===== src/rtl/muldiv_unit_pkg.sv =====
// Shared definitions for the iterative multiply/divide unit.
// The op encodings are also used by the control-unit decoder, so keep them
// in sync with it. The file also holds the FSM state encoding and small
// decode helpers.
package muldiv_unit_pkg;

    localparam logic [2:0] OP_MULT  = 3'b000;
    localparam logic [2:0] OP_MULTU = 3'b001;
    localparam logic [2:0] OP_DIV   = 3'b010;
    localparam logic [2:0] OP_DIVU  = 3'b011;
    localparam logic [2:0] OP_MTHI  = 3'b100;
    localparam logic [2:0] OP_MTLO  = 3'b101;

    typedef enum logic [1:0] {
        S_IDLE = 2'b00,
        S_CALC = 2'b01,
        S_FIX  = 2'b10
    } state_e;

    // The iterative ops are exactly the encodings with op[2] clear.
    function automatic logic is_muldiv_op(input logic [2:0] op_v);
        return (op_v[2] == 1'b0);
    endfunction

    // MULT and DIV (even encodings) treat the operands as two's complement.
    function automatic logic is_signed_op(input logic [2:0] op_v);
        return (op_v[0] == 1'b0);
    endfunction

endpackage


===== src/rtl/muldiv_step.sv =====
// Combinational single radix-2 iteration for the multiply/divide unit.
// Ports:
//   mode_div  1        1: restoring divide step, 0: shift-add multiply step
//   part_in   2*W+1    partial product, or {remainder, dividend/quotient}
//   operand   W        multiplicand or divisor magnitude
//   part_out  2*W+1    next partial value (divide: LSB left clear)
//   q_bit     1        quotient bit produced by a divide step (0 for multiply)
module muldiv_step #(
    parameter int WIDTH = 32
) (
    input  logic               mode_div,
    input  logic [2*WIDTH:0]   part_in,
    input  logic [WIDTH-1:0]   operand,
    output logic [2*WIDTH:0]   part_out,
    output logic               q_bit
);

    logic [WIDTH:0]   sum_s;
    logic [2*WIDTH:0] shifted_s;
    logic [WIDTH+1:0] diff_s;

    // One iteration. Multiply adds into the upper half and shifts right.
    // Divide shifts left and keeps the trial subtraction when it does not
    // borrow.
    always_comb begin
        sum_s     = {(WIDTH+1){1'b0}};
        shifted_s = {part_in[2*WIDTH-1:0], 1'b0};
        diff_s    = {1'b0, shifted_s[2*WIDTH:WIDTH]} - {2'b00, operand};
        part_out  = part_in;
        q_bit     = 1'b0;
        if (mode_div) begin
            if (diff_s[WIDTH+1] == 1'b0) begin
                part_out = {diff_s[WIDTH:0], shifted_s[WIDTH-1:0]};
                q_bit    = 1'b1;
            end else begin
                part_out = shifted_s;
            end
        end else begin
            sum_s    = part_in[2*WIDTH:WIDTH]
                     + (part_in[0] ? {1'b0, operand} : {(WIDTH+1){1'b0}});
            part_out = {1'b0, sum_s, part_in[WIDTH-1:1]};
        end
    end

endmodule


===== src/rtl/muldiv_unit.sv =====
// Iterative MIPS multiply/divide unit with the architectural HI/LO registers.
// It runs on operand magnitudes for WIDTH steps and then applies the signs.
// Every mul/div takes WIDTH+1 cycles from the start edge to the HI/LO write.
// Ports:
//   clk, reset      clock (rising edge) and asynchronous active-low reset
//   start, op       request and operation (see muldiv_unit_pkg encodings)
//   flush           synchronous cancel of an in-flight mul/div
//   rs_data/rt_data register-file operands
//   busy            mul/div in flight
//   done            one-cycle pulse after HI/LO are written by a mul/div
//   hi, lo          HI/LO registers
module muldiv_unit
    import muldiv_unit_pkg::*;
#(
    parameter int WIDTH = 32,
    parameter int CNT_W = 6
) (
    input  logic             clk,
    input  logic             reset,
    input  logic             start,
    input  logic [2:0]       op,
    input  logic             flush,
    input  logic [WIDTH-1:0] rs_data,
    input  logic [WIDTH-1:0] rt_data,
    output logic             busy,
    output logic             done,
    output logic [WIDTH-1:0] hi,
    output logic [WIDTH-1:0] lo
);

    state_e             state_r, state_s;
    logic [CNT_W-1:0]   cnt_r;
    logic [2*WIDTH:0]   part_r, step_part_s;
    logic [WIDTH-1:0]   opnd_r, hi_r, lo_r;
    logic               is_div_r, neg_lo_r, neg_hi_r, busy_r, done_r;
    logic               q_bit_s, op_signed_s, last_step_s, rt_nz_s;
    logic [WIDTH-1:0]   rs_abs_s, rt_abs_s, hi_fix_s, lo_fix_s;
    logic [2*WIDTH-1:0] prod_s;

    muldiv_step #(.WIDTH(WIDTH)) u_step (
        .mode_div (is_div_r),
        .part_in  (part_r),
        .operand  (opnd_r),
        .part_out (step_part_s),
        .q_bit    (q_bit_s)
    );

    // Operand magnitudes and decode of the incoming request.
    always_comb begin
        op_signed_s = is_signed_op(op);
        rt_nz_s     = (rt_data != {WIDTH{1'b0}});
        rs_abs_s    = (op_signed_s && rs_data[WIDTH-1]) ? -rs_data : rs_data;
        rt_abs_s    = (op_signed_s && rt_data[WIDTH-1]) ? -rt_data : rt_data;
        last_step_s = (cnt_r == CNT_W'(WIDTH - 1));
    end

    // Next-state logic. Flush wins over start and cancels CALC/FIX.
    always_comb begin
        state_s = state_r;
        case (state_r)
            S_IDLE: begin
                if (start && is_muldiv_op(op) && !flush) begin
                    state_s = S_CALC;
                end else begin
                    state_s = S_IDLE;
                end
            end
            S_CALC: begin
                if (flush) begin
                    state_s = S_IDLE;
                end else if (last_step_s) begin
                    state_s = S_FIX;
                end else begin
                    state_s = S_CALC;
                end
            end
            S_FIX:   state_s = S_IDLE;
            default: state_s = S_IDLE;
        endcase
    end

    // Sign fix-up of the finished magnitude result.
    always_comb begin
        prod_s   = neg_lo_r ? -part_r[2*WIDTH-1:0] : part_r[2*WIDTH-1:0];
        hi_fix_s = prod_s[2*WIDTH-1:WIDTH];
        lo_fix_s = prod_s[WIDTH-1:0];
        if (is_div_r) begin
            lo_fix_s = neg_lo_r ? -part_r[WIDTH-1:0] : part_r[WIDTH-1:0];
            hi_fix_s = neg_hi_r ? -part_r[2*WIDTH-1:WIDTH] : part_r[2*WIDTH-1:WIDTH];
        end else begin
            lo_fix_s = prod_s[WIDTH-1:0];
        end
    end

    // FSM state register.
    always_ff @(posedge clk or negedge reset) begin
        if (!reset) begin
            state_r <= S_IDLE;
        end else begin
            state_r <= state_s;
        end
    end

    // Iteration datapath: operand capture on launch, one step per CALC cycle.
    always_ff @(posedge clk or negedge reset) begin
        if (!reset) begin
            cnt_r    <= {CNT_W{1'b0}};
            part_r   <= {(2*WIDTH+1){1'b0}};
            opnd_r   <= {WIDTH{1'b0}};
            is_div_r <= 1'b0;
            neg_lo_r <= 1'b0;
            neg_hi_r <= 1'b0;
        end else if (state_r == S_IDLE && state_s == S_CALC) begin
            cnt_r    <= {CNT_W{1'b0}};
            part_r   <= {{(WIDTH+1){1'b0}}, rs_abs_s};
            opnd_r   <= rt_abs_s;
            is_div_r <= op[1];
            // A zero divisor yields an all-ones quotient regardless of signs.
            neg_lo_r <= op_signed_s && (rs_data[WIDTH-1] ^ rt_data[WIDTH-1])
                        && (!op[1] || rt_nz_s);
            neg_hi_r <= op_signed_s && op[1] && rs_data[WIDTH-1];
        end else if (state_r == S_CALC) begin
            cnt_r    <= cnt_r + CNT_W'(1);
            part_r   <= {step_part_s[2*WIDTH:1], step_part_s[0] | q_bit_s};
        end else begin
            cnt_r    <= cnt_r;
            part_r   <= part_r;
        end
    end

    // Architectural HI/LO plus the registered busy/done flags.
    always_ff @(posedge clk or negedge reset) begin
        if (!reset) begin
            hi_r   <= {WIDTH{1'b0}};
            lo_r   <= {WIDTH{1'b0}};
            busy_r <= 1'b0;
            done_r <= 1'b0;
        end else begin
            busy_r <= (state_s != S_IDLE);
            done_r <= (state_r == S_FIX) && !flush;
            if (state_r == S_FIX && !flush) begin
                hi_r <= hi_fix_s;
                lo_r <= lo_fix_s;
            end else if (state_r == S_IDLE && start && !flush && op == OP_MTHI) begin
                hi_r <= rs_data;
            end else if (state_r == S_IDLE && start && !flush && op == OP_MTLO) begin
                lo_r <= rs_data;
            end else begin
                hi_r <= hi_r;
                lo_r <= lo_r;
            end
        end
    end

    assign busy = busy_r;
    assign done = done_r;
    assign hi   = hi_r;
    assign lo   = lo_r;

endmodule


===== config.mk =====
export PLATFORM = sky130hd
export DESIGN_NAME = muldiv_unit
export DESIGN_NICKNAME = d
export VERILOG_FILES = /design/src/rtl/muldiv_unit_pkg.sv /design/src/rtl/muldiv_step.sv /design/src/rtl/muldiv_unit.sv
export SDC_FILE = /design/constraint.sdc
export NUM_CORES = 1
export LEC_CHECK = 0
export ABC_CLOCK_PERIOD_IN_PS = 4500
export CELL_PAD_IN_SITES_DETAIL_PLACEMENT = 1
export CELL_PAD_IN_SITES_GLOBAL_PLACEMENT = 1
export CORE_MARGIN = 2
export CORE_UTILIZATION = 44
export DETAILED_ROUTE_END_ITERATION = 6
export PLACE_DENSITY = 0.8
export SLEW_MARGIN = 10
export SYNTH_ARGS = -nofsm -noshare
export SYNTH_HDL_FRONTEND = slang
export SYNTH_SLANG_ARGS = --single-unit

===== constraint.sdc =====
create_clock -name clk -period 4.5 [get_ports clk]
set_clock_uncertainty 0.1 [all_clocks]
set_input_delay 0.9 -clock clk [delete_from_list [all_inputs] [get_ports clk]]
set_output_delay 0.9 -clock clk [all_outputs]
set_load 0.05 [all_outputs]

==> results by group, run 1 <==
Timing
  • RSZ-0062 raised after global routing: no
  • Max Slew Vio Count: 0
  • Post-route setup slack: 554.4 ps
  • Setup-failing EPs final: 0
  • Fin crit period: 3946 ps
  • Tightest Pin Transition: 1024 ps
  • Fmax: 253.4 MHz
  • Fin Setup TNS: 0 ps
  • Period Utilization, post-route: 0.8768
  • Final hold violation count: 0
  • Normalized max-slew margin: 0.3173

Floorplanning
  • I/O pin total: 137
  • Core footprint: 31640 um2
  • Chip height: 183.6 um
  • DIE AREA: 33720 um2
  • Die width: 183.6 um
  • Core Rows: 65
  • Starting Density: 0.4487

Clocking
  • CTS H-tree lvls: 4
  • Sink Count: 174
  • Num CTS Buffers: 17
  • Number of buffers added for setup after CTS: 0
  • Clk buf depth: 2
  • Worst skew pair latency: 440 ps
  • Reg clk slew, reported paths: 70 ps
  • Root buf cell: clkbuf_16
  • CTS tree: done
  • Hold_buf cts: 0
  • PostCTS Resize Cnt: 0

Setup path
  • Critical Path AT: 4160 ps
  • CP Depth: 13
  • Slowest cell on crit path: a311oi_1
  • Critical Path RT: 4710 ps
  • CP Capture Type: register
  • Crit start category: register
  • Buf/Inv on CP: 2
  • Crit-path cells: inv_1 -> buf_4 -> nor2_1 -> ha_1 -> and4_1 -> o211ai_1 -> a21oi_1 -> o21ai_1 -> a311oi_1 -> a21boi_1 -> o21ai_0 -> xor2_1 -> a221o_1
  • Crit Path Category: register to register
  • R2R depth: 13
  • R2R setup slack: 550 ps
  • CP max FO: 25
  • Crit path largest cell delay: 500 ps
  • Delay-heaviest family, CP: compound AO/OA/AOI/OAI gates

Route
  • DRT Pass-1 Iters: 5
  • Wirelength, routed: 45380 um
  • Met1 Wirelength: 20800 um
  • Iter 0 DRT Violations: 835
  • DR vias: 13360
  • Top Layer Used: met4
  • Routed WL per cell: 20.09 um
  • DR WL met2: 21700 um
  • Via/cell ratio: 5.915
  • Met3 routed WL: 1919 um
  • Remaining routing DRC violations: 0
  • Routed Antenna Nets: 0

Global route
  • First-pass GRT wire length: 74350 um
  • Initial antenna violation count: 0
  • Number of global-route vias before repair: 13930
  • Pin count of the biggest net entering global routing: 130
  • Remaining global-route overflow: 0
  • Total track usage: 0.2754

Run
  • MaxCap Viol Count: 0

Status
  • Outcome: complete, no violations

Final layout
  • Post-route core utilization: 0.5236
  • Most frequent cells in the layout: nand2_1 (222), o21ai_0 (208), dfrtp_1 (173), clkdlybuf4s50_1 (135), xnor2_1 (123)
  • Most common cell after layout, fill and taps aside: nand2_1
  • Design area: 16570 um2
  • Area grow syn2layout: 16.69%
  • Nets: 1987
  • ANT cells: 0
  • # fillers: 3818
  • Ratio of cells with drive above 1 in the final layout: 0.04470

Yosys
  • Mapped Area: 14200 um2
  • Post-synth top flop: dfrtp_1
  • Main area contributors after synthesis: dfrtp_1 (31%), xnor2_1 (7.6%), mux2i_1 (7.5%), o21ai_0 (7.3%), ha_1 (6.1%)
  • Top cell type's share of synthesized area: 0.3067
  • Syn avg cell area: 8.080 um2
  • Post-synth EDFFs: 0
  • Sequential element share of the synthesized area: 0.3067
  • Syn nets: 1899
  • Ys async rst share: 1.000
  • Post-Synthesis Cells: 1757
  • #FFs+latches synth: 174
  • Synth cell types: 76
  • Synth warn: 0
  • Synth area leader: dfrtp_1

Pwr
  • P_leak: 0.007024 uW
  • Power per cell area: 638.0 nW/um2
  • VDD IR max: 342.6 uV
  • Total internal power: 5361 uW
  • Reg power frac: 0.263
  • Total power: 10570 uW
  • Combinational Power Share: 0.598
  • NetSw: 5209 uW
  • Sw Ratio: 0.4928
  • Clk pwr share: 0.139

Place
  • Port Buffers: 136
  • DP Area: 16000 um2
  • DP Worst Slack: 340.4 ps
  • Routability-driven placement congestion ratio: 0.8988
  • Placed wire-length estimate: 34760 um

Hold path
  • Worst Hold Class: input port to async pin
[registers in the layout, summed over array words and instances (netlist names), 2 cells and up]
name     flops
part_r      65
lo          32
opnd_r      32
hi          32
cnt_r        6
state_r      2
[synth_stat cells (10+ instances only)]
master	count
ha_1	69
inv_1	66
clkbuf_1	73
nor2b_1	16
a31oi_1	21
o31ai_1	19
a21oi_1	112
nand2b_1	22
o21ai_1	11
or3_1	18
nand3_1	26
xnor2_1	123
o211ai_1	34
nor3_1	40
dfrtp_1	174
mux2i_1	107
xor2_1	48
a22oi_1	21
a211oi_1	17
o21ai_0	208
nor2_1	123
and2_1	10
a21o_1	24
buf_1	16
o21a_1	14
nor4_1	13
nand2_1	222
[routing by layer]
metal	GRT usage	vias up
met5	0	-
met4	0.07968	0
met3	0.03427	61
met2	0.4673	294
met1	0.3683	6560
li1	-	6447
[worst paths after layout]
kind,from,endpoint
worst max-delay path,part_r[0],part_r[57]
worst min-delay path,reset,lo[10]
worst max register to register,part_r[0],part_r[57]
worst min register to register,opnd_r[27],opnd_r[27]
max in group asynchronous,reset,part_r[57]
min in group clk,opnd_r[27],opnd_r[27]
[through the flow]
stage / cells / hold slack (ps)
final: 2259 / 349.4
after global routing: 2259 / 411.7
after CTS: 2259 / 386.0
after detailed placement: 2228 / 369.7
after global placement: 2228 / 362.6
after floorplan: 1757 / 346.1
[power by group through the flow]
stage | logic [uW] | clock network [uW] | registers, uW
floorplan | 4150 | 0 | 3000
global placement | 6060 | 0 | 2750
detailed placement | 6240 | 0 | 2780
CTS | 6290 | 1490 | 2750
global route | 6960 | 1550 | 2850
finish | 6320 | 1470 | 2780
[cell families after synthesis]
group / synth area share
AO/OA/AOI/OAI: 0.2308
AND/OR/NAND/NOR: 0.1736
flip-flops: 0.3067
XOR/XNOR: 0.1055
buffers and inverters: 0.04345
multiplexers: 0.07624
adder cells (fa/ha/maj): 0.06364
[area by class of cell]
type                            instances  area (um2)  share of cell area
Multi-Input combinational cell       1421        9263              0.5591
Sequential cell                       174        4355              0.2629
Timing Repair Buffer                  165        1630             0.09841
Tap cell                              402       503.0             0.03036
Clock buffer                           19       452.9             0.02734
Inverter                               66       247.7             0.01495
Clock inverter                         12       113.9            0.006873
Note: power is estimated with default switching activity, not from simulation.
==> run 2: changes to the inputs <==
Settings changed: REMOVE_ABC_BUFFERS from default to 1.
==> run 2 against run 1 <==
Against the previous run:
- setup slack worse by 170 ps
- highest routed layer is now met5
- critical endpoint is now part_r[56]
- via count up 1.3%
- sequential share of layout area about the same
- routed wire length up 1.5%
- non-clock buffer count down 4
- critical path type unchanged
- first-iteration DRC count down 8.0%
- sequential cell count unchanged
==> results by group, run 2 (synthesis gave the netlist of run 1 again) <==
Status
  • Outcome: complete, no violations (unchanged)

Route
  • Routed WL per cell: 20.42 um (was 20.09 um)
  • Remaining routing DRC violations: 0 (unchanged)
  • DRT Pass-1 Iters: 5 (unchanged)
  • Iter 0 DRT Violations: 768 (was 835)
  • DR vias: 13530 (was 13360)
  • Via/cell ratio: 5.998 (was 5.915)
  • Routed Antenna Nets: 0 (unchanged)
  • Wirelength, routed: 46070 um (was 45380 um)

Setup path
  • R2R setup slack: 390 ps (was 550 ps)
  • Crit Path Category: register to register (unchanged)
  • CP Capture Type: register (unchanged)
  • Critical Path AT: 4310 ps (was 4160 ps)
  • CP max FO: 26 (was 25)
  • Crit start category: register (unchanged)
  • Critical Path RT: 4700 ps (was 4710 ps)

Final layout
  • Ratio of cells with drive above 1 in the final layout: 0.04315 (was 0.04470)
  • ANT cells: 0 (unchanged)
  • Most common cell after layout, fill and taps aside: nand2_1 (unchanged)
  • Nets: 1983 (was 1987)
  • Largest register by flop count: part_r (unchanged)
  • Area grow syn2layout: 16.90% (was 16.69%)
  • Max FFs per register: 65 (unchanged)
  • Most frequent cells in the layout: nand2_1 (222), o21ai_0 (208), dfrtp_1 (173), clkdlybuf4s50_1 (135), xnor2_1 (123) (unchanged)
  • Cell Count, Final, Fillers Out: 2256 (was 2259)

Timing
  • Max Slew Vio Count: 0 (unchanged)
  • Setup-failing EPs final: 0 (unchanged)
  • RSZ-0062 raised after global routing: no (unchanged)
  • Fin crit period: 4113 ps (was 3946 ps)
  • Final hold violation count: 0 (unchanged)
  • Tightest Pin Transition: 943.7 ps (was 1024 ps)
  • Normalized max-slew margin: 0.3709 (was 0.3173)
  • Fmax: 243.2 MHz (was 253.4 MHz)
  • Period Utilization, post-route: 0.9139 (was 0.8768)

Clocking
  • Hold_buf cts: 0 (unchanged)
  • Worst skew pair latency: 450 ps (was 440 ps)
  • CTS H-tree lvls: 4 (unchanged)
  • CTS tree: done (unchanged)
  • Num CTS Buffers: 17 (unchanged)
  • Number of buffers added for setup after CTS: 0 (unchanged)
  • Sink Count: 174 (unchanged)
  • PostCTS Resize Cnt: 0 (unchanged)
  • Reg clk slew, reported paths: 70 ps (about the same)
  • Clk buf depth: 2 (unchanged)
  • Root buf cell: clkbuf_16 (unchanged)

Pwr
  • Total power: 10740 uW (was 10570 uW)
  • VDD IR max: 335.4 uV (was 342.6 uV)
  • Power per cell area: 647.3 nW/um2 (was 638.0 nW/um2)
  • P_leak: 0.007030 uW (was 0.007024 uW)

Global route
  • Pin count of the biggest net entering global routing: 130 (unchanged)
  • Total track usage: 0.2809 (was 0.2754)
  • First-pass GRT wire length: 75870 um (was 74350 um)
  • Remaining global-route overflow: 0 (unchanged)
  • Number of global-route vias before repair: 14180 (was 13930)
  • Initial antenna violation count: 1 (was 0)

Floorplanning
  • Core Rows: 65 (unchanged)
  • Starting Density: 0.4487 (unchanged)
  • Core footprint: 31640 um2 (unchanged)
  • Die width: 183.6 um (unchanged)
  • I/O pin total: 137 (unchanged)
  • DIE AREA: 33720 um2 (unchanged)
  • Chip height: 183.6 um (unchanged)

Place
  • Port Buffers: 136 (unchanged)
  • Routability-driven placement congestion ratio: 0.9227 (was 0.8988)
  • Placed Cells: 2224 (was 2228)
  • Placed wire-length estimate: 34570 um (was 34760 um)

Run
  • MaxCap Viol Count: 0 (unchanged)

Hold path
  • Worst Hold Class: register to register (was input port to async pin)
## run 2: power breakdown
group / leakage [uW] / internal (uW) / switching (uW) / total, uW
clock: 0.000289 / 883 / 678 / 1560
combinational: 0.00458 / 2570 / 3840 / 6410
sequential: 0.00217 / 2030 / 743 / 2770
total: 0.00703 / 5480 / 5260 / 10700
## run 2: final cells by class
| type | instances | area, um2 |
|---|---|---|
| fillers | 3796 | 15040 |
| multi-input cells | 1421 | 9263 |
| flip-flops and latches | 174 | 4355 |
| repair buffers | 161 | 1613 |
| well taps | 402 | 503.0 |
| clock buffers | 21 | 480.5 |
| inverters | 66 | 247.7 |
| clock inverters | 11 | 132.6 |
## run 2: routing by layer
metal  vias up  global-route usage  part of all wire
met5         -                   0           0.00022
met1      6659              0.3660              0.45
met3        83             0.03387             0.043
met4         2             0.09920             0.029
li1       6421                   -                 -
met2       366              0.4808              0.48
## run 2: final timing paths
| kind | depth (start not counted) | from | end |
|---|---|---|---|
| hold reg to reg | 2 | opnd_r[22] | opnd_r[22] |
| hold / removal | 2 | opnd_r[22] | opnd_r[22] |
| min in group asynchronous | 1 | reset | part_r[25] |
| max in group asynchronous | 2 | reset | part_r[43] |
| setup reg to reg | 14 | part_r[0] | part_r[56] |
| setup / recovery | 14 | part_r[0] | part_r[56] |
## run 2: through the flow
step,hold WS [ps],utilization,cell area [um2],setup TNS [ps],setup slack (ps)
after floorplan,346.1,-,13830,-215350,-3380
after global placement,360.7,0.5052,15980,0,643.5
after detailed placement,372.0,0.5052,15980,0,538.6
after CTS,388.2,0.5245,16590,0,499.7
after global routing,413.3,0.5245,16590,0,15.25
final,379.3,0.5245,16590,0,387.4
## run 2: worst max-delay path, stage by stage, from the launching register on
cell,delay (ps)
dfrtp_1,480
inv_1,220
buf_4,330
nor2_1,90
ha_1,340
o21ai_0,140
o21ai_0,210
a31oi_1,230
o41ai_1,540
nand3_1,180
a31oi_1,340
a211oi_1,150
xnor2_1,150
a222oi_1,330
o21ai_0,150
==> run 3: changes to the inputs <==
Settings changed: ABC_CLOCK_PERIOD_IN_PS 4500 to 4280.
Clock period 4.5 ns to 4.28 ns, I/O delays scaled along.
==> run 3 against run 2 <==
Against the previous run:
- sequential cell count did not move
- sequential share of layout area down 0.051 points
- design area rose by 0.20%
- sequential power rose by 5%
- critical path type unchanged
- largest cell class unchanged
==> results by group, run 3 (synthesis gave the netlist of run 1 again) <==
Status
  • Outcome: complete, no violations (unchanged)

Global route
  • Initial antenna violation count: 0 (was 1)
  • First-pass GRT wire length: 75460 um (was 75870 um)
  • Number of global-route vias before repair: 14170 (was 14180)
  • Total track usage: 0.2794 (was 0.2809)
  • Pin count of the biggest net entering global routing: 130 (unchanged)
  • Remaining global-route overflow: 0 (unchanged)

Clocking
  • Clk buf depth: 2 (unchanged)
  • Worst skew pair latency: 450 ps (about the same)
  • CTS tree: done (unchanged)
  • Sink Count: 174 (unchanged)
  • Num CTS Buffers: 17 (unchanged)
  • Root buf cell: clkbuf_16 (unchanged)
  • Number of buffers added for setup after CTS: 0 (unchanged)
  • Hold_buf cts: 0 (unchanged)
  • CTS H-tree lvls: 4 (unchanged)
  • Reg clk slew, reported paths: 70 ps (about the same)

Timing
  • Normalized max-slew margin: 0.3695 (was 0.3709)
  • Fin crit period: 3995 ps (was 4113 ps)
  • Period Utilization, post-route: 0.9334 (was 0.9139)
  • RSZ-0062 raised after global routing: no (unchanged)
  • Setup-failing EPs final: 0 (unchanged)
  • Tightest Pin Transition: 945.8 ps (was 943.7 ps)
  • Final hold violation count: 0 (unchanged)
  • Fmax: 250.3 MHz (was 243.2 MHz)
  • Max Slew Vio Count: 0 (unchanged)
  • Hold_ws: 324.1 ps (was 379.3 ps)

Hold path
  • Worst Hold Class: input port to async pin (was register to register)

Final layout
  • Max FFs per register: 65 (unchanged)
  • Ratio of cells with drive above 1 in the final layout: 0.04577 (was 0.04315)
  • Design area: 16630 um2 (was 16590 um2)
  • Most common cell after layout, fill and taps aside: nand2_1 (unchanged)
  • Largest register by flop count: part_r (unchanged)
  • Most frequent cells in the layout: nand2_1 (222), o21ai_0 (208), dfrtp_1 (173), clkdlybuf4s50_1 (135), xnor2_1 (123) (unchanged)
  • Nets: 1986 (was 1983)
  • Area grow syn2layout: 17.13% (was 16.90%)
  • # fillers: 3786 (was 3796)

Setup path
  • Critical Path RT: 4550 ps (was 4700 ps)
  • CP Capture Type: register (unchanged)
  • Crit Path Category: register to register (unchanged)
  • CP max FO: 9 (was 26)
  • Critical Path AT: 4270 ps (was 4310 ps)
  • Crit start category: register (unchanged)

Floorplanning
  • I/O pin total: 137 (unchanged)
  • Core Rows: 65 (unchanged)
  • DIE AREA: 33720 um2 (unchanged)
  • Die width: 183.6 um (unchanged)
  • Core footprint: 31640 um2 (unchanged)
  • Chip height: 183.6 um (unchanged)
  • Starting Density: 0.4487 (unchanged)

Route
  • Wirelength, routed: 46370 um (was 46070 um)
  • Routed Antenna Nets: 0 (unchanged)
  • Remaining routing DRC violations: 0 (unchanged)
  • Iter 0 DRT Violations: 751 (was 768)
  • Via/cell ratio: 6.000 (was 5.998)
  • DRT Pass-1 Iters: 5 (unchanged)
  • DR vias: 13560 (was 13530)
  • Routed WL per cell: 20.52 um (was 20.42 um)

Pwr
  • Power per cell area: 678.0 nW/um2 (was 647.3 nW/um2)
  • P_leak: 0.007045 uW (was 0.007030 uW)
  • VDD IR max: 404.0 uV (was 335.4 uV)
  • Total power: 11270 uW (was 10740 uW)

Place
  • Placed wire-length estimate: 35040 um (was 34570 um)
  • DP Area: 16020 um2 (was 15980 um2)
  • Port Buffers: 136 (unchanged)
  • Routability-driven placement congestion ratio: 0.8881 (was 0.9227)

Run
  • MaxCap Viol Count: 0 (unchanged)
[run 3: critical path, cell delays in order, from the launching register on]
cell and delay (ps):
dfrtp_1 470, inv_1 310, nor2_1 100, ha_1 380
a2111oi_0 400, o21ai_0 200, a31oi_2 380, o21ai_1 190
a21oi_1 390, a21oi_1 190, nand3_1 130, or4b_1 460
o2111ai_1 120, a21o_1 110
[run 3: stage by stage]
| step | setup TNS [ps] | std cells | setup slack, ps | utilization |
|---|---|---|---|---|
| after floorplan | -233740 | 1661 | -3556 | - |
| after global placement | 0 | 2227 | 454.5 | 0.5063 |
| after detailed placement | 0 | 2227 | 369.7 | 0.5063 |
| after CTS | 0 | 2259 | 260.1 | 0.5251 |
| after global routing | 0 | 2259 | 57.47 | 0.5255 |
| final | 0 | 2260 | 285.0 | 0.5256 |
[run 3: power breakdown]
group	total, uW	internal [uW]	switching, uW
Combinational	6750	2720	4030
Sequential	2910	2130	778
Clock	1610	886	726
Total	11300	5740	5530
[run 3: routing by layer]
metal	share of wire	vias to the layer above	routed length [um]	track usage
li1	-	6446	-	-
met4	0.031	0	1419	0.09408
met1	0.45	6683	20950	0.3672
met2	0.48	346	22130	0.4794
met5	0	-	0	0
met3	0.040	85	1878	0.02971
[run 3: path summary, 6_finish.rpt]
kind | startpoint | slack [ps] | cells after the start | endpoint
setup / recovery | part_r[0] | 280 | 13 | part_r[62]
hold / removal | reset | 320 | 1 | lo[28]
setup reg to reg | part_r[0] | 280 | 13 | part_r[62]
hold reg to reg | opnd_r[20] | 380 | 2 | opnd_r[20]
max in group asynchronous | reset | 2780 | 2 | is_div_r
min in group clk | opnd_r[20] | 380 | 2 | opnd_r[20]
[run 3: what timing repair did]
item	in CTS	in global routing
endpoints found under the setup margin	0	5
resized for setup	0	2
hold endpoints to repair	0	0
[run 3: area by class of cell]
class / instances / area [um2] / share of cell area
sequential: 174 / 4355 / 0.2619
inverter: 66 / 247.7 / 0.01490
multi-input combinational: 1421 / 9275 / 0.5578
tap: 402 / 503.0 / 0.03025
clock inverter: 10 / 101.3 / 0.006095
timing repair buffer: 164 / 1648 / 0.09910
clock buffer: 22 / 494.2 / 0.02972
antenna: 1 / 2.502 / 0.0001505
